[config.mk]
export PLATFORM = sky130hd
export DESIGN_NAME = fusion_accumulator
export DESIGN_NICKNAME = d
export VERILOG_FILES = /design/src/rtl/fusion_accumulator.sv
export SDC_FILE = /design/constraint.sdc
export NUM_CORES = 1
export LEC_CHECK = 0
export BUFFER_PORTS_ARGS = -buffer_cell sky130_fd_sc_hd__buf_2
export CAP_MARGIN = 0
export CORE_MARGIN = 2
export CORE_UTILIZATION = 62
export CTS_CLUSTER_DIAMETER = 30
export CTS_CLUSTER_SIZE = 16
export DETAILED_ROUTE_END_ITERATION = 16
export PLACE_DENSITY = 0.84
export SYNTH_ARGS = -nofsm -noshare
export SYNTH_HDL_FRONTEND = slang
export SYNTH_SLANG_ARGS = --single-unit
[constraint.sdc]
create_clock -name clk -period 8.1 [get_ports clk]
set_input_delay 2.025 -clock clk [delete_from_list [all_inputs] [get_ports clk]]
set_output_delay 2.025 -clock clk [all_outputs]
set_load 0.005 [all_outputs]
[src/rtl/fusion_accumulator.sv]
// Unpacks 64-bit packed products from the bit-fusion multiplier into 1/2/4 lanes and
// accumulates each lane over a dot product. Optional clamping via FUSION_ACC_SAT_EN.
module fusion_accumulator #(
  parameter int ACC_W = 32,
  parameter int LEN_W = 8
) (
  input  logic                 clk,
  input  logic                 rst_n,
  input  logic                 start,
  input  logic [1:0]           cfga,
  input  logic [1:0]           cfgb,
  input  logic                 sgn,
  input  logic [LEN_W-1:0]     len,
  input  logic                 in_valid,
  output logic                 in_ready,
  input  logic [63:0]          in_data,
  output logic                 out_valid,
  input  logic                 out_ready,
  output logic [4*ACC_W-1:0]   out_data,
  output logic [2:0]           out_lanes,
  output logic                 busy,
  output logic                 err
);

  typedef enum logic [1:0] {IDLE, ACCUM, DRAIN} state_t;

  localparam logic [LEN_W-1:0] LEN_ONE = LEN_W'(1);

  state_t           state;
  logic [LEN_W-1:0] count;
  logic             sgn_q;
  logic [ACC_W-1:0] acc     [4];
  logic [ACC_W-1:0] field   [4];
  logic [ACC_W-1:0] acc_nxt [4];

  function automatic logic [ACC_W-1:0] ext16(input logic [15:0] d, input logic s);
    return {{(ACC_W-16){s & d[15]}}, d};
  endfunction

  function automatic logic [ACC_W-1:0] ext12(input logic [11:0] d, input logic s);
    return {{(ACC_W-12){s & d[11]}}, d};
  endfunction

  function automatic logic [2:0] lane_count(input logic [3:0] cfg);
    case (cfg)
      4'b1010:          return 3'd1;
      4'b1001, 4'b0110: return 3'd2;
      default:          return 3'd4;
    endcase
  endfunction

  // The latched lane count doubles as the latched precision configuration.
  always_comb begin
    for (int k = 0; k < 4; k++) field[k] = '0;
    case (out_lanes)
      3'd1: field[0] = ext16(in_data[15:0], sgn_q);
      3'd2: begin
        field[0] = ext12(in_data[11:0], sgn_q);
        field[1] = ext12(in_data[43:32], sgn_q);
      end
      3'd4: begin
        field[0] = ext16(in_data[15:0], sgn_q);
        field[1] = ext16(in_data[31:16], sgn_q);
        field[2] = ext16(in_data[47:32], sgn_q);
        field[3] = ext16(in_data[63:48], sgn_q);
      end
      default: ;
    endcase
  end

`ifdef FUSION_ACC_SAT_EN
  localparam logic [ACC_W-1:0] SMAX = {1'b0, {(ACC_W-1){1'b1}}};
  localparam logic [ACC_W-1:0] SMIN = {1'b1, {(ACC_W-1){1'b0}}};

  logic [ACC_W:0] sum     [4];
  logic [3:0]     sat_q;
  logic [3:0]     sat_nxt;

  // Once a lane clamps it stays clamped until the next start clears it.
  always_comb begin
    sat_nxt = sat_q;
    for (int k = 0; k < 4; k++) begin
      sum[k]     = {1'b0, acc[k]} + {1'b0, field[k]};
      acc_nxt[k] = sum[k][ACC_W-1:0];
      if (sat_q[k]) begin
        acc_nxt[k] = acc[k];
      end else if (sgn_q) begin
        if ((acc[k][ACC_W-1] == field[k][ACC_W-1]) && (sum[k][ACC_W-1] != acc[k][ACC_W-1])) begin
          acc_nxt[k] = acc[k][ACC_W-1] ? SMIN : SMAX;
          sat_nxt[k] = 1'b1;
        end
      end else if (sum[k][ACC_W]) begin
        acc_nxt[k] = '1;
        sat_nxt[k] = 1'b1;
      end
    end
  end
`else
  always_comb begin
    for (int k = 0; k < 4; k++) acc_nxt[k] = acc[k] + field[k];
  end
`endif

  always_comb begin
    out_data = '0;
    for (int k = 0; k < 4; k++) out_data[k*ACC_W +: ACC_W] = acc[k];
  end

  always_ff @(posedge clk or negedge rst_n) begin
    if (!rst_n) begin
      state     <= IDLE;
      count     <= '0;
      sgn_q     <= 1'b0;
      in_ready  <= 1'b0;
      out_valid <= 1'b0;
      out_lanes <= '0;
      busy      <= 1'b0;
      err       <= 1'b0;
      for (int k = 0; k < 4; k++) acc[k] <= '0;
`ifdef FUSION_ACC_SAT_EN
      sat_q     <= '0;
`endif
    end else begin
      err <= 1'b0;
      case (state)
        IDLE: begin
          if (start) begin
            if (cfga == 2'b11 || cfgb == 2'b11) begin
              err <= 1'b1;
            end else begin
              sgn_q     <= sgn;
              out_lanes <= lane_count({cfga, cfgb});
              busy      <= 1'b1;
              count     <= len;
              for (int k = 0; k < 4; k++) acc[k] <= '0;
`ifdef FUSION_ACC_SAT_EN
              sat_q     <= '0;
`endif
              if (len == '0) begin
                state     <= DRAIN;
                out_valid <= 1'b1;
              end else begin
                state    <= ACCUM;
                in_ready <= 1'b1;
              end
            end
          end
        end
        ACCUM: begin
          if (in_valid) begin
            for (int k = 0; k < 4; k++) acc[k] <= acc_nxt[k];
`ifdef FUSION_ACC_SAT_EN
            sat_q <= sat_nxt;
`endif
            count <= count - LEN_ONE;
            if (count == LEN_ONE) begin
              state     <= DRAIN;
              in_ready  <= 1'b0;
              out_valid <= 1'b1;
            end
          end
        end
        DRAIN: begin
          if (out_ready) begin
            state     <= IDLE;
            out_valid <= 1'b0;
            busy      <= 1'b0;
          end
        end
        default: state <= IDLE;
      endcase
    end
  end

endmodule

# Word level (Yosys, flattened, before mapping)
# Cells that the tools add are included.
[totals]
wordCells = 94
register_bits = 146
out_inout_bits = 135
[op_classes]
bitwise_logic = 7
eq_ne = 18
muxes = 38
reduce_logical = 14
n_addsub = 5
[ops]
columns = ["op", "n"]
rows = [
  ["2-to-1 mux 128 bit", 3],
  ["one-hot mux 128 bit (2 select lines)", 1],
  ["adder 32 bit", 4],
  ["one-hot mux 32 bit (2 select lines)", 2],
  ["2-to-1 mux 64 bit", 1],
  ["2-to-1 mux 8 bit", 3],
  ["2-to-1 mux 1 bit", 16],
  ["one-hot mux 8 bit (2 select lines)", 1],
  ["inequality test 2 bit (second input constant)", 7],
  ["2-to-1 mux 2 bit", 6],
  ["== test 4 bit (second input constant)", 2],
  ["== test 8 x 1 -> 1 bit (second input constant)", 1],
  ["zero test 8 bit", 1],
  ["AND reduction 4 bit", 2],
  ["subtractor 8 x 1 -> 8 bit (second input constant)", 1],
  ["AND reduction 7 bit", 1],
  ["bitwise AND 1 bit", 6],
  ["== test 2 bit (second input constant)", 3],
  ["one-hot mux 2 bit (3 select lines)", 1],
  ["one-hot mux 3 bit (2 select lines)", 1],
  ["AND reduction 6 bit", 1],
  ["AND reduction 5 bit", 1],
  ["== test 4 x 3 -> 1 bit (second input constant)", 1],
  ["one-hot mux 1 bit (2 select lines)", 2],
  ["12 further kinds", 14],
]

# Logic depth before layout (Yosys ltp)
[depth]
depth_word = 6
ltp_mapped = 19
depth_no_buf = 17

# Worst setup path before layout
# No wires, ideal clock.
[synth_path]
path_kind = "input to register"
startpoint = "input in_data[47]"
endpoint = "register acc (netlist bit out_data[95])"
t_required_ps = 7970
path_buffers = 0
arrival_ps = 4759
setup_slack_ps = 3212
stages = 14
cell_sequence = "and2_1 nand2_1 inv_1 ha_1 a21o_1 a2111oi_0 o21ai_1 or3_1 o21ai_1 o22ai_1 o21a_1 o31a_1 o221ai_1 nand3_1"
[synth_via]
elab_chain_cells = 5
[synth_lines]
columns = ["item", "line_no", "text"]
rows = [
  ["start, declared", "16", "input logic [63:0] in_data,"],
  ["bitwise AND 1 bit", "37", "return {{(ACC_W-16){s & d[15]}}, d};"],
  ["2-to-1 mux 64 bit (*)", "55", "case (out_lanes)"],
  ["adder 32 bit (*)", "100", "for (int k = 0; k < 4; k++) acc_nxt[k] = acc[k] + field[k];"],
  ["2-to-1 mux 128 bit (*)", "150", "if (in_valid) begin"],
  ["one-hot mux 128 bit (2 select lines) (*)", "125", "case (state)"],
  ["end, declared", "32", "logic [ACC_W-1:0] acc [4];"],
]
# Every way passes the cells marked *; elsewhere a longest branch is shown, timed or not. The select of a mux whose other input is x is not followed.
# A chain may end at the register's enable or synchronous reset.

# Worst setup path after layout
# Ends and elaborated chain as after synthesis.

==> summary.md <==
The tools report the post-DP HPWL as 24.7 mm. The CTS buffer count was 17; the maximum buffer depth of the clock tree was 2. The number of nets in the synthesized netlist is 1,675.

The critical path's largest stage delay was 0.56 ns; the post-route setup TNS was 0 ns. The routed design has 34.6 mm of wire. The finished cells cover 14,100 um2.

After synthesis the netlist holds a flip-flop and latch count of 146. In this run the most used layer during global routing was met2. The critical path goes through buf_2 > and2_1 > nand2_1 > inv_1 > ha_1 > a21o_1 > a2111oi_0 > o21ai_1 > or3_1 > o21ai_1 > o22ai_1 > o21a_1 > o31a_1 > o221ai_1 > nand3_1.

After synthesis the cells add up to 12,200 um2. The count of input and output buffers is 216, and the data arrival at the endpoint of the critical path is 5.44 ns. The floorplan step defined a die boundary enclosing 20,800 um2. The number of enable flip-flop cells after synthesis works out to 0. Combinational group share of total power: 0.566. TritonCTS built the clock tree. The number of setup buffers added after CTS is 0. Dividing the detail-routed wire length by the instance count gives 17.8 um. Detailed routing inserted a total of 12,300 vias.

For the number of endpoints failing setup at the final stage, the log shows 0. In this run the worst hold path is classified as flop to flop. The highest net fanout along the worst path is 17, and the share of total power in the clock network is 0.174. The final antenna-violating net count was 0. The actual slew at the worst max-slew pin is 0.867 ns, and the highest achievable clock rate is 195 MHz. The run gives 0 as the count of hold-fix buffers inserted at cts. The cell family contributing the most delay on the critical path was compound AO/OA/AOI/OAI gates. For the met3 demand-to-capacity share in global routing, the log shows 0.0490. The relative contribution of sequential cells to total power was 0.260. The proportion of netlist area held by the largest area contributor was 0.300. By count the netlist is led by sky130_fd_sc_hd__nand2_1, sky130_fd_sc_hd__dfrtp_1, sky130_fd_sc_hd__o21ai_0.

Counting stages on the worst path, the most repeated cell is sky130_fd_sc_hd__o21ai_1. The x dimension of the die came out at 144 um. The logs give 0.00238 W for the power spent charging and discharging nets and 2.97 ns for the worst path setup slack after routing.

The logs give 0.00266 W for the cell internal power dissipation and 146 for the number of sinks driven by the clock tree. The fraction of registers with async set/reset came out at 1.00. The pre-antenna-repair detailed-routing pass consisted of 5 iterations. The worst slew margin relative to its limit was 0.422; the minimum clock period was 5.13 ns. Of all cell types, the one taking the most synthesized area is sky130_fd_sc_hd__dfrtp_1.

The critical path in this run is classified as input pin to flop. Prior to clock tree synthesis, the placed netlist has a worst setup slack of 2.62 ns. For this run, the post-layout net count is 1,857.

The run gives 0 as the count of pins over their slew limit. During synthesis, Yosys emitted a total of 0 warnings. The tools report the initial antenna violation count as 1. The total congestion overflow was 0. For this run, design rule violations remaining after detail routing come to 0. The number of failing hold endpoints at the final stage was 0; the overall die height was 144 um.

The region available for standard cell placement spans 19,300 um2. For the final database, setup skew stands at 0.00687 ns. The root buffer cell chosen for the clock tree is sky130_fd_sc_hd__clkbuf_16. Clock-pin slew was measured on the worst setup and hold paths at 0.06 ns. By instance count, the leading cell after synthesis is sky130_fd_sc_hd__nand2_1. Kind of end point of the critical path: a flop.

The via count of the first global-routing pass was 11,500; the number of library cell types mapped by synthesis was 79. After synthesis, the cell types taking the most area are sky130_fd_sc_hd__dfrtp_1, sky130_fd_sc_hd__ha_1, sky130_fd_sc_hd__nand2_1. The number of standard-cell rows in the floorplan came out at 51. The fraction of power spent switching nets works out to 0.472. The H-tree depth reported by CTS came out at 4. Setup repair after global routing left no endpoint under its margin.

The number of DRC markers in iteration 0 is 784, and the top-level port count is 217. Max-cap violations in this run came to 0. Final weighted congestion of routability-driven global placement: 0.951. The quantity of gates resized following cts is 0. Summing all placed instances gives a cell area of 13,400 um2. Worst-skew pair later-pin latency: 0.43 ns. At the worst endpoint, the required time is 8.41 ns. Entering global routing, the biggest net connects 92 pins. The sequential-to-total area share from yosys stat was 0.300. The primary flip-flop cell chosen by synthesis mapping was sky130_fd_sc_hd__dfrtp_1. The flow ran to the end, and the final reports show no timing, DRC or antenna violations. The number of buffers and inverters on the critical path is 2.

The slowest cell on the critical path is sky130_fd_sc_hd__a2111oi_0. The routing usage on met2 was 0.573. In the routed layout, each cell is associated on average with a via count of 6.31. Synthesis produced 1,485 cells.

For this design the static power due to leakage is 7.30 nW. Across the VDD grid, the largest voltage drop is 0.273 mV. The fraction of the cycle the final worst path needs came out at 0.634. The worst setup path is launched from an input pin. The area overhead of the layout relative to synthesis came out at 15.8%.

The fraction of layout cells with a size suffix above 1 was 0.174; the power density normalized to cell area was 358 nW/um2. The aggregate global-route resource usage is 0.332. A synthesized cell averages 8.19 um2. The logs give 0.424 for the met1 routing resource usage after global routing and 0.629 for the effective utilization at floorplan. The first global-routing pass estimated 55.5 mm of wire.
-- metrics by stage --
stage / cells / hold slack [ns] / power, W / util
floorplan: 1485 / 0.462 / 0.00326 / -
global placement: 1913 / 0.454 / 0.00401 / 0.695
detailed placement: 1913 / 0.475 / 0.00411 / 0.695
CTS: 1945 / 0.494 / 0.00501 / 0.728
global route: 1946 / 0.523 / 0.00543 / 0.728
finish: 1946 / 0.491 / 0.00504 / 0.728
-- layout make-up --
type | count | area [um2]
antenna | 1 | 2.50
clock buffer | 23 | 498
clock inverter | 9 | 150
fill | 1557 | 5250
inverter | 49 | 184
multi-input combinational | 1228 | 8110
sequential | 146 | 3650
tap | 265 | 332
timing repair buffer | 225 | 1150
-- power by group through the flow --
stage | Sequential, W | Clock (W) | Combinational, W
global route | 0.00135 | 0.000912 | 0.00317
detailed placement | 0.00131 | 0 | 0.00280
CTS | 0.00130 | 0.000880 | 0.00283
finish | 0.00131 | 0.000876 | 0.00285
global placement | 0.00130 | 0 | 0.00271
floorplan | 0.00122 | 0 | 0.00204
-- sequential cells by signal, summed over array words and instances, names as in the netlist --
name / flops
count: 8
out_lanes: 3
out_data: 128
err: 1
in_ready: 1
out_valid: 1
sgn_q: 1
state: 2
busy: 1
-- cells in the final DEF (no fill, tap or decap), types with 25 or more instances in the layout --
master,count
sky130_fd_sc_hd__nand3_1,43
sky130_fd_sc_hd__nor2_1,79
sky130_fd_sc_hd__nor3_1,35
sky130_fd_sc_hd__a21oi_1,91
sky130_fd_sc_hd__xor2_1,38
sky130_fd_sc_hd__o21ai_0,120
sky130_fd_sc_hd__nand2_1,184
sky130_fd_sc_hd__o21ai_1,47
sky130_fd_sc_hd__xnor2_1,34
sky130_fd_sc_hd__ha_1,104
sky130_fd_sc_hd__inv_1,46
sky130_fd_sc_hd__dfrtp_1,146
sky130_fd_sc_hd__and2_1,50
sky130_fd_sc_hd__and3_1,26
sky130_fd_sc_hd__a21o_1,55
sky130_fd_sc_hd__buf_2,215
sky130_fd_sc_hd__a22o_1,25
-- routing by layer --
metal / up-vias / share of wire
li1: 5838 / -
met4: 0 / 0.031
met1: 5870 / 0.42
met5: - / 0
met2: 483 / 0.49
met3: 85 / 0.067
-- worst reg2reg max path, cell delays in order (launching register included) --
cell,delay [ns]
sky130_fd_sc_hd__dfrtp_1,0.55
sky130_fd_sc_hd__inv_2,0.11
sky130_fd_sc_hd__nor3_2,0.18
sky130_fd_sc_hd__buf_4,0.44
sky130_fd_sc_hd__and2_1,0.28
sky130_fd_sc_hd__nand2_1,0.09
sky130_fd_sc_hd__inv_1,0.46
sky130_fd_sc_hd__ha_1,0.39
sky130_fd_sc_hd__a21o_1,0.20
sky130_fd_sc_hd__a2111oi_0,0.56
sky130_fd_sc_hd__o21ai_1,0.16
sky130_fd_sc_hd__or3_1,0.34
sky130_fd_sc_hd__o21ai_1,0.17
sky130_fd_sc_hd__o22ai_1,0.11
sky130_fd_sc_hd__o21a_1,0.18
sky130_fd_sc_hd__o31a_1,0.26
sky130_fd_sc_hd__o221ai_1,0.19
sky130_fd_sc_hd__nand3_1,0.10
-- cell families (layout without fill, tap and decap cells) --
| family | after synthesis | count (layout) | share of synthesized area |
|---|---|---|---|
| buffers and inverters | 111 | 306 | 0.0354 |
| adder cells (fa/ha/maj) | 108 | 108 | 0.114 |
| other | 0 | 1 | 0 |
| AO/OA/AOI/OAI | 509 | 509 | 0.274 |
| AND/OR/NAND/NOR | 523 | 523 | 0.211 |
| XOR/XNOR | 72 | 72 | 0.0518 |
| multiplexers | 16 | 16 | 0.0136 |
| flip-flops | 146 | 146 | 0.300 |
-- path summary, 6_finish.rpt --
path / start / to / slack (ns) / cells past startpoint
setup reg to reg: out_lanes[2] / out_data[95] / 3.22 / 17
setup / recovery: in_data[47] / out_data[95] / 2.97 / 15
max in group asynchronous: rst_n / out_data[69] / 5.15 / 2
min in group asynchronous: rst_n / out_data[9] / 1.69 / 1
hold reg to reg: busy / busy / 0.49 / 2
hold / removal: busy / busy / 0.49 / 2
(Power assumes the default switching activity.)
